==> src/rtl/disp_scan4.sv <==
// 4-digit multiplexed 7-segment front end: binary-to-BCD by shift-add-3,
// committed digits scanned one slot at a time with dead time and leading-zero blanking.

module disp_scan4_add3 (
    input  logic [3:0] nib,
    output logic [3:0] adj
);
    assign adj = (nib >= 4'd5) ? nib + 4'd3 : nib;
endmodule

module disp_scan4 #(
    parameter int SCAN_BITS  = 14,
    parameter int DEAD       = 8,
    parameter int BLANK_LEAD = 1
) (
    input  logic        CLK,
    input  logic        RST_N,
    input  logic [15:0] in_value,
    input  logic [3:0]  in_dp,
    input  logic        in_valid,
    output logic        in_ready,
    output logic [3:0]  seg_digit,
    output logic        seg_dot,
    output logic [3:0]  digit_en,
    output logic        ovf
);
    localparam int NUM_LANES = 5;
    localparam logic [SCAN_BITS-1:0] DEAD_W = SCAN_BITS'(DEAD);

    typedef struct packed {
        logic [15:0] value;
        logic [3:0]  dp;
    } req_t;

    typedef enum logic [1:0] {IDLE = 2'd0, CONV = 2'd1, DONE = 2'd2} state_t;

    state_t                     state_q, state_d;
    logic [15:0]                shift_q, shift_d;
    logic [NUM_LANES-1:0][3:0]  bcd_q, bcd_d, bcd_adj;
    logic [3:0]                 step_q, step_d;
    logic [3:0]                 dp_lat_q, dp_lat_d;
    logic                       accept, commit;
    req_t                       req;

    logic [3:0][3:0]            dig_q;
    logic [3:0]                 dot_q;
    logic                       ovf_q;
    logic [3:0]                 blank;
    logic                       lead;

    logic [SCAN_BITS-1:0]       slot_q;
    logic [1:0]                 idx_q;

    assign req      = '{value: in_value, dp: in_dp};
    assign in_ready = (state_q != CONV);
    assign accept   = in_valid && in_ready;

    // One add-3 corrector per BCD nibble, including the ten-thousands overflow nibble.
    generate
        for (genvar g = 0; g < NUM_LANES; g++) begin : g_lane
            disp_scan4_add3 u_add3 (.nib(bcd_q[g]), .adj(bcd_adj[g]));
        end
    endgenerate

    always_ff @(posedge CLK or negedge RST_N) begin
        if (!RST_N) begin
            state_q  <= IDLE;
            shift_q  <= '0;
            bcd_q    <= '0;
            step_q   <= '0;
            dp_lat_q <= '0;
        end else begin
            state_q  <= state_d;
            shift_q  <= shift_d;
            bcd_q    <= bcd_d;
            step_q   <= step_d;
            dp_lat_q <= dp_lat_d;
        end
    end

    always_comb begin
        state_d  = state_q;
        shift_d  = shift_q;
        bcd_d    = bcd_q;
        step_d   = step_q;
        dp_lat_d = dp_lat_q;
        commit   = 1'b0;
        case (state_q)
            IDLE: begin
                if (accept) begin
                    shift_d  = req.value;
                    bcd_d    = '0;
                    step_d   = 4'd15;
                    dp_lat_d = req.dp;
                    state_d  = CONV;
                end
            end
            CONV: begin
                {bcd_d, shift_d} = {bcd_adj, shift_q} << 1;
                step_d = step_q - 4'd1;
                if (step_q == 4'd0) state_d = DONE;
            end
            DONE: begin
                commit  = 1'b1;
                state_d = IDLE;
                // Accepting here keeps the throughput at one value per 17 cycles.
                if (accept) begin
                    shift_d  = req.value;
                    bcd_d    = '0;
                    step_d   = 4'd15;
                    dp_lat_d = req.dp;
                    state_d  = CONV;
                end
            end
            default: state_d = IDLE;
        endcase
    end

    always_ff @(posedge CLK or negedge RST_N) begin
        if (!RST_N) begin
            dig_q <= '0;
            dot_q <= '0;
            ovf_q <= 1'b0;
        end else if (commit) begin
            if (bcd_q[4] != 4'd0) begin
                dig_q <= {4{4'd9}};
                dot_q <= 4'b1111;
                ovf_q <= 1'b1;
            end else begin
                for (int k = 0; k < 4; k++) dig_q[k] <= bcd_q[3-k];
                dot_q <= dp_lat_q;
                ovf_q <= 1'b0;
            end
        end
    end

    // Digit 0 is the thousands; the units digit is never blanked.
    always_comb begin
        blank = '0;
        lead  = 1'b1;
        for (int k = 0; k < 3; k++) begin
            lead     = lead & (dig_q[k] == 4'd0);
            blank[k] = (BLANK_LEAD != 0) && lead && !dot_q[k] && !ovf_q;
        end
    end

    always_ff @(posedge CLK or negedge RST_N) begin
        if (!RST_N) begin
            slot_q <= '0;
            idx_q  <= '0;
        end else begin
            slot_q <= slot_q + 1'b1;
            if (&slot_q) idx_q <= idx_q + 2'd1;
        end
    end

    always_ff @(posedge CLK or negedge RST_N) begin
        if (!RST_N) begin
            seg_digit <= '0;
            seg_dot   <= 1'b0;
            digit_en  <= '0;
        end else begin
            seg_digit <= dig_q[idx_q];
            seg_dot   <= dot_q[idx_q];
            digit_en  <= (slot_q < DEAD_W || blank[idx_q]) ? 4'd0 : (4'd1 << idx_q);
        end
    end

    assign ovf = ovf_q;

endmodule
==> config.mk <==
export PLATFORM = sky130hd
export DESIGN_NAME = disp_scan4
export DESIGN_NICKNAME = d
export VERILOG_FILES = /design/src/rtl/disp_scan4.sv
export SDC_FILE = /design/constraint.sdc
export NUM_CORES = 1
export LEC_CHECK = 0
export CORE_MARGIN = 3
export CORE_UTILIZATION = 58
export DETAILED_ROUTE_END_ITERATION = 8
export GPL_TIMING_DRIVEN = 0
export HOLD_SLACK_MARGIN = 0.08
export PLACE_DENSITY = 0.81
export SYNTH_ARGS = -nofsm -noshare
export SYNTH_HDL_FRONTEND = slang
export SYNTH_SLANG_ARGS = --single-unit
==> constraint.sdc <==
create_clock -name CLK -period 1.7 [get_ports CLK]
set_clock_uncertainty 0.05 [all_clocks]
set_input_delay 0.255 -clock CLK [delete_from_list [all_inputs] [get_ports CLK]]
set_output_delay 0.255 -clock CLK [all_outputs]
set_load 0.005 [all_outputs]
After elaboration in Yosys (flattened, before gate mapping)
Cells that the tools add are included.
{"block": "op_classes", "shifts": 1, "reduce_logical": 24, "n_mux": 26, "eq_ne": 6, "div_mod_pow": 0, "n_mul": 0, "n_addsub": 8, "magnitude_cmp": 7, "bitwise_logic": 2}
{"operator": "one-hot mux 20 bit (2 select lines)", "n": 1}
{"operator": "two-way mux 16 bit", "n": 2}
{"operator": "two-way mux 4 bit", "n": 8}
{"operator": "one-hot mux 16 bit (2 select lines)", "n": 1}
{"operator": "greater-or-equal comparator 4 x 3 -> 1 bit (second input constant)", "n": 5}
{"operator": "two-way mux 20 bit", "n": 1}
{"operator": "adder 4 x 2 -> 4 bit (second input constant)", "n": 4}
{"operator": "zero test 4 bit", "n": 4}
{"operator": "adder 14 x 1 -> 14 bit (second input constant)", "n": 1}
{"operator": "< comparator 14 x 4 -> 1 bit (second input constant)", "n": 1}
{"operator": "AND reduction 14 bit", "n": 1}
{"operator": "binary-select mux 4 bit (select 2 bit)", "n": 1}
{"operator": "one-hot mux 4 bit (2 select lines)", "n": 1}
{"operator": "logical AND 1 bit", "n": 7}
{"operator": "one-hot mux 2 bit (3 select lines)", "n": 1}
{"operator": "AND reduction 2 bit", "n": 3}
{"operator": "two-way mux 1 bit", "n": 5}
{"operator": "binary-select mux 1 bit (select 2 bit)", "n": 2}
{"operator": "zero test 1 bit", "n": 4}
{"operator": "two-way mux 2 bit", "n": 2}
{"operator": "inequality test 2 x 1 -> 1 bit (second input constant)", "n": 2}
{"operator": "inequality test 2 bit (second input constant)", "n": 2}
{"operator": "nonzero test 4 bit", "n": 1}
{"operator": "left shift 1 x 2 -> 4 bit (first input constant)", "n": 1}
{"operator": "12 further kinds", "n": 13}
{"block": "word_totals", "memories": 0, "mem_bits_ro": 0, "register_bits": 92, "latch_bits": 0, "out_inout_bits": 11, "in_bits": 23, "mem_bits_rw": 0}

Longest topological paths before layout
{"block": "depth", "word_depth": 9, "depth_mapped": 6, "depth_no_buf": 6}

By module
A second synthesis with hierarchy kept.
{"block": "unflattened", "cells_unflattened": 387, "hier_area_um2": 4350.4}
{"module": "disp_scan4", "cells_each": 307, "instances": 1, "area_per_inst_um2": 3843.7}
{"module": "disp_scan4_add3", "cells_each": 16, "instances": 5, "area_per_inst_um2": 101.3}

Least setup slack after synthesis
No wires, ideal clock.
{"block": "synth_timing", "path_type": "register -> register", "from": "register slot_q[0]", "to": "register idx_q[1]", "path_slack_ns": 0.145, "synth_period_minus_slack_ns": 1.555, "t_arrival_ns": 1.377, "setup_ns": 0.128, "stages_incl_launch_ff": 6, "path_buffers": 0, "path_cell_list": "dfrtp_1 ha_1 and2_1 nand4_4 nor3_4 mux2_1"}
{"block": "synth_between", "elab_chain_len": 1}
{"item": "start, declared", "line": "51", "rtl": "logic [SCAN_BITS-1:0] slot_q;"}
{"item": "start signal, assigned", "line": "152", "rtl": "slot_q <= slot_q + 1'b1;"}
{"item": "AND reduction 14 bit", "line": "153", "rtl": "if (&slot_q) idx_q <= idx_q + 2'd1;"}
{"item": "end signal, assigned", "line": "153"}
{"item": "end, declared", "line": "52", "rtl": "logic [1:0] idx_q;"}
Every way passes these cells.
A chain may end at the register's enable or synchronous reset.

Final worst setup path
Same ends and word-level chain as after synthesis.

==> impl_metrics.tcl <==
set metrics [dict create \
    hold_viol 0 \
    cp_data_arrival_time_ns 1.82 \
    period_share_pct 95.74 \
    start_util_pct 60.85 \
    die_h_um 91.13 \
    finalPower_mw 7.748 \
    critical_path_peak_fanout 4 \
    status "completed" \
    pre_cts_ws_ns -0.2426 \
    first_pass_iters 4 \
    maxSlewViolCount 0 \
    tightestPinTransition_ns 0.4825 \
    reg2reg_depth 5 \
    synth_cell_types 40 \
    drt-total-wl_um 8402 \
    grt_pass1_wl_um 14320 \
    cts_buffers 9 \
    drive_gt1_share_pct 12.47 \
    final.setup.worst_slack_ns 0.07245 \
    hold_path.class "input pin to asynchronous set/reset pin" \
    hold_slack_ns 0.2500 \
    synth_seq_cells 92 \
    cts.clk_slew.worst_paths_ns 0.10 \
    diodes 0 \
    max_cap_viol_count 0 \
    worstSetupEndpointType "flip-flop" \
    num_rows 30 \
    cts_sinks 92 \
    syn_avg_cell_area_um2 10.61 \
    grt.total_usage_pct 21.49 \
    clockBufferDepth 2 \
    yosysWarningCount 0 \
    io_pins 34 \
    tns_ns 0 \
    drtAntennaViolNets 0 \
    cts_tree "built" \
    seqCellArea_um2 2302 \
    clkLatencyLatePin_ns 0.36 \
    grt-ovfl-total 0 \
    powerDensity_nw_per_um2 1555 \
    netlist_instances 396 \
    cts_max_level 3 \
    coreArea_um2 6907 \
    critPathRequiredTime_ns 1.90 \
    numPortBuffers 33 \
    place_congestion 0.8193 \
    fmax_mhz 614.4 \
    dp_hpwl_um 5761 \
    irDropWorstVdd_v 0.0008518 \
    syn_area_um2 4203 \
    syn_to_final_growth_pct 18.55 \
    dr.first_iter.drc_count 212 \
    synth_fp_nets 436 \
    final_nets 484 \
    crit_path_start_kind "flip-flop" \
    multi_input_area_um2 1800 \
    period_minus_slack_ns 1.628 \
    p_leak_nw 2.302 \
    clock-root-buffer "clkbuf_8" \
    final_cell_mix "92 x dfrtp_1, 87 x nand2_1, 31 x clkdlybuf4s50_1" \
    maxSlewHeadroom_pct 67.84 \
    path_class "flip-flop to flip-flop" \
    setup_viol 0 \
    drc 0 \
    fillers 521 \
    vias 3074 \
    die_x_um 91.13 \
    grt_pass1_vias 3127 \
    yosysSeqAreaShare_pct 54.78 \
    antenna_found_initial 0 \
    drt-wirelength-per-cell_um 15.42 \
    via_per_inst 5.640 \
    grt_max_degree 74 \
    die-area_um2 8304 \
    final_common_cell "dfrtp_1" \
]
## metrics by stage
stage,std cells,instance area [µm²],utilization [%]
after floorplan,396,4203,-
after global placement,525,4653,67.37
after detailed placement,526,4678,67.74
after CTS,546,4940,71.52
after global routing,545,4982,72.14
final,545,4982,72.14
## kinds of logic after synthesis
| kind of cell | count (synthesis) | share of synthesized area (%) |
|---|---|---|
| flops | 92 | 54.78 |
| buf+inv | 37 | 3.602 |
| compound gates | 76 | 12.41 |
| simple gates | 142 | 15.96 |
| mux | 10 | 3.602 |
| fa+ha+maj | 17 | 5.061 |
| xor+xnor | 22 | 4.585 |
## metal layers
layer,share of wire [%],GRT usage (%),vias to the layer above
li1,-,-,1465
met1,43,27.56,1527
met2,52,36.24,64
met3,3.7,2.817,18
met4,2.2,10.18,0
met5,0,0,-
## Yosys cell counts (all sizes together)
| cell type | instances | area, µm² |
|---|---|---|
| o32ai | 3 | 26.28 |
| mux2 | 1 | 11.26 |
| clkbuf | 9 | 33.78 |
| a41oi | 1 | 8.760 |
| nand2 | 88 | 332.8 |
| a211oi | 1 | 7.510 |
| o21ai | 9 | 45.04 |
| nor2b | 4 | 25.02 |
| or4 | 2 | 15.01 |
| a21oi | 18 | 90.09 |
| nor2 | 8 | 30.03 |
| o22ai | 6 | 37.54 |
| nand3 | 11 | 55.05 |
| xor2 | 8 | 70.07 |
| mux2i | 5 | 50.05 |
| a32o | 5 | 50.05 |
| o211ai | 4 | 30.03 |
| nand2b | 7 | 43.79 |
| ha | 17 | 212.7 |
| dfrtp | 92 | 2302 |
| buf | 10 | 50.05 |
| mux4 | 4 | 90.09 |
| nand4 | 4 | 40.04 |
| nor4 | 4 | 25.02 |
| xnor2 | 14 | 122.6 |
| nor3b | 2 | 15.01 |
| o31ai | 5 | 37.54 |
| and4 | 1 | 11.26 |
| nor3 | 2 | 21.27 |
| a22oi | 17 | 127.6 |
| a22o | 6 | 52.55 |
| inv | 18 | 67.56 |
| and3 | 3 | 18.77 |
| and2 | 6 | 37.54 |
| a211o | 1 | 8.760 |
## sequential cells by signal, summed over array words and instances (netlist names)
signal	cells
bcd_q	20
dig_q	16
shift_q	16
slot_q	14
digit_en	4
dot_q	4
dp_lat_q	4
seg_digit	4
step_q	4
idx_q	2
state_q	2
ovf	1
seg_dot	1
## worst paths after layout
kind | start | to | slack, ns
worst max-delay path | slot_q[0] | idx_q[1] | 0.07
worst min-delay path | RST_N | dig_q[15] | 0.25
worst max register to register | slot_q[0] | idx_q[1] | 0.07
worst min register to register | slot_q[0] | slot_q[0] | 0.41
max in group asynchronous | RST_N | bcd_q[7] | 0.73
min in group CLK | in_dp[3] | dp_lat_q[3] | 0.37
## final cells by class
class | instances | share of cell area, %
flip-flops and latches | 92 | 46.21
inverters | 18 | 1.457
clock inverters | 7 | 1.632
clock buffers | 9 | 2.486
plain buffers | 18 | 1.984
well taps | 96 | 2.411
repair buffers | 38 | 7.685
multi-input cells | 267 | 36.14
## critical path, cell delays in order (launching register included)
cell and delay, ns:
dfrtp_1 0.39, ha_1 0.19, and2_2 0.21, nand4_4 0.14
nor3_4 0.19, mux2_1 0.35
## repair_timing
action / in CTS / in global routing
resized for setup: 13 / 18
endpoints found under the hold margin: 37 / 0
hold buffers: 1 / 0
pin swaps: 1 / 1
setup endpoints to repair: 8 / 42
setup buffers: 3 / 0
## report_power, final
group | internal (mW) | switching (mW)
registers | 2.90 | 0.541
clock network | 0.703 | 0.830
logic | 1.32 | 1.45
Note: power is estimated with default switching activity, not from simulation.
